**config.mk**
```make
export PLATFORM = sky130hd
export DESIGN_NAME = instruction_encoder_loader
export DESIGN_NICKNAME = d
export VERILOG_FILES = /design/src/rtl/instruction_encoder_loader.sv
export SDC_FILE = /design/constraint.sdc
export NUM_CORES = 1
export LEC_CHECK = 0
export CORE_MARGIN = 1
export CORE_UTILIZATION = 50
export CTS_BUF_LIST = sky130_fd_sc_hd__clkbuf_16
export CTS_CLUSTER_SIZE = 10
export DETAILED_ROUTE_END_ITERATION = 7
export GPL_TIMING_DRIVEN = 1
export PLACE_DENSITY_LB_ADDON = 0.08
export RECOVER_POWER = 25
export SETUP_SLACK_MARGIN = 0.2
export SYNTH_ARGS = -nofsm -noshare
export SYNTH_HDL_FRONTEND = slang
export SYNTH_SLANG_ARGS = --single-unit
```
**constraint.sdc**
```tcl
create_clock -name clk -period 3.5 [get_ports clk]
set_input_delay 0.875 -clock clk [delete_from_list [all_inputs] [get_ports clk]]
set_output_delay 0.875 -clock clk [all_outputs]
set_load 0.05 [all_outputs]
```
**src/rtl/instruction_encoder_loader.sv**
```systemverilog
// Packs instruction fields into 16-bit words and streams them
// into instruction memory at consecutive addresses.
module instruction_encoder_loader #(
  parameter int ADDR_W     = 16,
  parameter int FIFO_DEPTH = 4
) (
  input  logic              clk,
  input  logic              reset,
  input  logic              start,
  input  logic [ADDR_W-1:0] base_addr,
  input  logic [ADDR_W-1:0] length,
  input  logic              in_valid,
  output logic              in_ready,
  input  logic              s,
  input  logic [3:0]        OpCode,
  input  logic [3:0]        Rdest,
  input  logic [3:0]        OpCodeExt,
  input  logic [3:0]        Rsrc,
  input  logic [7:0]        imm,
  output logic              mem_we,
  output logic [ADDR_W-1:0] mem_addr,
  output logic [15:0]       mem_data,
  input  logic              mem_ready,
  output logic              busy,
  output logic              done
);

  localparam int PW = $clog2(FIFO_DEPTH);
  localparam logic [PW:0] DEPTH_C = (PW+1)'(FIFO_DEPTH);

  typedef enum logic [1:0] {
    IDLE,
    LOAD,
    FINISH
  } state_t;

  state_t state, state_nx;

  logic [15:0]       fifo [FIFO_DEPTH];
  logic [PW-1:0]     rd_ptr, wr_ptr;
  logic [PW:0]       count;
  logic [ADDR_W-1:0] wptr;
  logic [ADDR_W-1:0] acc_rem;
  logic [ADDR_W-1:0] wr_rem;
  logic [15:0]       word;
  logic              full, empty, push, pop;

  // field packing; the unused fields of each form are dropped
  always_comb begin
    word = {OpCode, Rdest, OpCodeExt, Rsrc};
    if (s) word = {OpCode, Rdest, imm};
  end

  assign empty    = (count == '0);
  assign full     = (count == DEPTH_C);
  assign in_ready = (state == LOAD) & (|acc_rem) & ~full;
  assign mem_we   = (state == LOAD) & ~empty;
  assign mem_data = mem_we ? fifo[rd_ptr] : '0;
  assign mem_addr = wptr;
  assign busy     = (state != IDLE);
  assign push     = in_valid & in_ready;
  assign pop      = mem_we & mem_ready;

  // state register
  always_ff @(posedge clk or posedge reset) begin
    if (reset) state <= IDLE;
    else       state <= state_nx;
  end

  // next-state logic
  always_comb begin
    state_nx = state;
    unique case (state)
      IDLE: begin
        if (start) state_nx = (length == '0) ? FINISH : LOAD;
      end
      LOAD: begin
        if (pop && wr_rem == ADDR_W'(1)) state_nx = FINISH;
      end
      FINISH:  state_nx = IDLE;
      default: state_nx = IDLE;
    endcase
  end

  // word storage; contents are don't-care until pushed
  always_ff @(posedge clk) begin
    if (push) fifo[wr_ptr] <= word;
  end

  // fifo pointers, address pointer, remaining counts, done pulse
  always_ff @(posedge clk or posedge reset) begin
    if (reset) begin
      rd_ptr  <= '0;
      wr_ptr  <= '0;
      count   <= '0;
      wptr    <= '0;
      acc_rem <= '0;
      wr_rem  <= '0;
      done    <= 1'b0;
    end else begin
      done <= (state == FINISH);
      if (state == IDLE && start) begin
        wptr    <= base_addr;
        acc_rem <= length;
        wr_rem  <= length;
        rd_ptr  <= '0;
        wr_ptr  <= '0;
        count   <= '0;
      end else begin
        if (push) begin
          wr_ptr  <= wr_ptr + PW'(1);
          acc_rem <= acc_rem - ADDR_W'(1);
        end
        if (pop) begin
          rd_ptr <= rd_ptr + PW'(1);
          wptr   <= wptr + ADDR_W'(1);
          wr_rem <= wr_rem - ADDR_W'(1);
        end
        count <= count + (PW+1)'(push) - (PW+1)'(pop);
      end
    end
  end

endmodule
```
==> flow_summary.ini <==
[clock_network]
clock_path_buffers = 2
ctsHoldBuffers = 0
cts.sinks = 122
insertion_delay_ps = 410
path_clk_slew_ps = 50
htreeDepth = 4
numCtsBuffers = 17
cts_root_buffer = clkbuf_16
cts_tree = built

[grt]
gr-total-overflow = 0
grt_max_degree = 42
grt.total_usage_pct = 24.1
antenna_found_initial = 0
grt_pass1_wl_mm = 23.5
grt_pass1_vias = 4720

[synth]
synth-main-ff-cell = edfxtp_1
synth_fp_nets = 589
yosysTopAreaCellShare_pct = 31.7
yosys-top-cells-count = edfxtp_1 (64), dfrtp_1 (58), nand2_1 (37), nor2_1 (34), clkbuf_1 (22)
yosysMostFrequentCell = edfxtp_1
synth-edff-count = 64
yosysUniqueCellTypes = 61
syn_inst = 516
avgSynthCellArea_um2 = 11.8
synth_seq_cells = 122
synth_seq_area_share_pct = 55.6
yosysTopAreaCell = edfxtp_1
netlist_area_um2 = 6070
async_flop_share_pct = 47.5
ys.warnings.count = 0
ys_top_cells_by_area = edfxtp_1 (32%), dfrtp_1 (24%), mux4_2 (5.9%), nand2_1 (2.3%), nor2_1 (2.1%)

[final_layout]
multi_input_area_um2 = 2540
fillers = 861
seqCellArea_um2 = 3370
synthToLayoutAreaGrowth_pct = 29.6
drive_gt1_share_pct = 17.9
num_antenna_cells = 0
fin_nets = 703

[place]
gp_congestion = 0.902
place_hpwl_mm = 9.76
post-place-ws_ps = 106
port_buffers = 97

[drt]
detail-route-antenna-nets = 0
vias = 4796
drtPass1Iterations = 7
wl_per_cell_um = 18.1
routed_wl_mm = 14.3
viasPerCell = 6.10
drc_errors = 6
drt_iter0_drc = 444

[timing]
slew-limit-headroom_pct = 38.2
max_freq_ghz = 0.306
setup_tns_ps = 0
hold_violations = 0
slew_viol_final = 0
setup_slack_ps = 232
finalSetupViolations = 0
clock_skew_ps = 5.53
worstMarginPinSlew_ps = 927
finalCritPeriodShare_pct = 93.4
min_period_ps = 3270
whs_ps = 520
rsz0062_at_grt = yes

[floorplanning]
die_area_um2 = 12600
start_util_pct = 52.3
io-pin-count = 98
core_um2 = 11600
die_h_um = 112
die_w_um = 112
rows = 39

[critical_path]
cp_max_fo = 5
slowest_stage = or4_4
startpoint_type = register
cp_cell_sequence = inv_2, ha_2, or3b_4, or4_4, nor2_4, nor3_1, buf_4
worstSetupEndpointType = output pin
critical_path_arrival_ps = 2390
critical_path_required_ps = 2620
critPathKind = register to output pin
max_stage_delay_ps = 460

[flow_run]
cap_violations = 0

[power]
p_leak_uw = 0.00296
power_density_nw_per_um2 = 857
finalPower_uw = 6740
ir_drop_uv = 422

[outcome]
status = finished with violations
failed_checks = design-rule violations

[hold_path]
hold_path_class = register to register
-- power breakdown --
| group | internal, µW | switching, µW |
|---|---|---|
| clock | 1090 | 586 |
| combinational | 1100 | 1640 |
| sequential | 1920 | 399 |
-- path summary, 6_finish.rpt --
path                                         from                  endpoint  slack (ps)  cells after the start
max in group asynchronous                   reset  mem_addr[13]$_DFFE_PP0P_        1070                      3
setup reg to reg           acc_rem[9]$_DFFE_PP0P_        count[2]$_DFF_PP0_         460                     13
min in group asynchronous                   reset    acc_rem[3]$_DFFE_PP0P_        1100                      2
hold reg to reg            wr_rem[14]$_DFFE_PP0P_    wr_rem[14]$_DFFE_PP0P_         520                      1
setup / recovery           acc_rem[1]$_DFFE_PP0P_                  in_ready         230                      7
hold / removal             wr_rem[14]$_DFFE_PP0P_    wr_rem[14]$_DFFE_PP0P_         520                      1
-- layer usage --
layer	wire [µm]	vias to the layer above	share of wire, %	global-route usage, %
met5	0	-	0	0
met4	225	0	1.6	8.89
met3	808	21	5.7	4.75
met2	7030	175	49	40.0
met1	6200	2365	43	31.7
li1	-	2235	-	-
-- stage by stage --
stage	cells	utilization, %	area (µm²)
2_1_floorplan	516	-	6070
3_3_place_gp	749	62.3	7240
3_5_place_dp	749	62.3	7240
4_1_cts	783	67.6	7850
5_1_grt	786	67.7	7870
6_report	786	67.7	7870
-- registers in the layout, indices dropped and copies added, names as in the netlist --
| register | cells |
|---|---|
| count | 3 |
| rd_ptr | 2 |
| fifo | 64 |
| acc_rem | 16 |
| done | 1 |
| wr_rem | 16 |
| state | 2 |
| mem_addr | 16 |
| wr_ptr | 2 |
-- critical path, delay by kind of cell, from the launching register on --
| kind | cells | cell delay (ps) |
|---|---|---|
| flip-flops | 1 | 420 |
| adder cells (fa/ha/maj) | 1 | 170 |
| AND/OR/NAND/NOR | 4 | 1090 |
| buffers and inverters | 2 | 300 |
-- area by class of cell --
class | count | area share [%]
Inverter | 20 | 0.954
Clock buffer | 17 | 5.41
Tap cell | 143 | 2.27
Timing Repair Buffer | 123 | 14.4
Sequential cell | 122 | 42.9
Multi-Input combinational cell | 346 | 32.3
Clock inverter | 15 | 1.84
-- cells in the final DEF (no fill, tap or decap), types with 4 or more instances in the layout --
cell type and n:
a211oi_1 4, a21oi_1 4, a31oi_1 16, and2_1 8
and3_1 4, buf_4 41, clkbuf_16 17, clkdlybuf4s50_1 71
clkinv_1 4, dfrtp_1 58, dlygate4sd3_1 9, edfxtp_1 64
ha_1 9, inv_1 21, mux2_2 8, mux4_2 16
nand2_1 37, nand3_1 20, nand4_1 13, nor2_1 33
nor2b_1 16, nor3_1 18, nor4_1 12, o211ai_1 9
o21ai_0 14, o311ai_0 4, o31ai_1 9, or2_2 5
or3_1 12, or4_1 12, xnor2_1 6
-- kinds of logic after synthesis --
kind of cell    share of synthesized area [%]
buf+inv                                  3.13
flops                                    55.6
simple gates                             19.8
fa+ha+maj                                2.39
mux                                      7.93
compound gates                           10.0
xor+xnor                                 1.15
-- what timing repair did --
| action | CTS | global route |
|---|---|---|
| pin swaps | 1 | 2 |
| buffers inserted | 2 | 3 |
| setup endpoints to repair | 1 | 1 |
| resized for setup | 6 | 3 |
| cloned | 0 | 0 |
(Power assumes the default switching activity.)
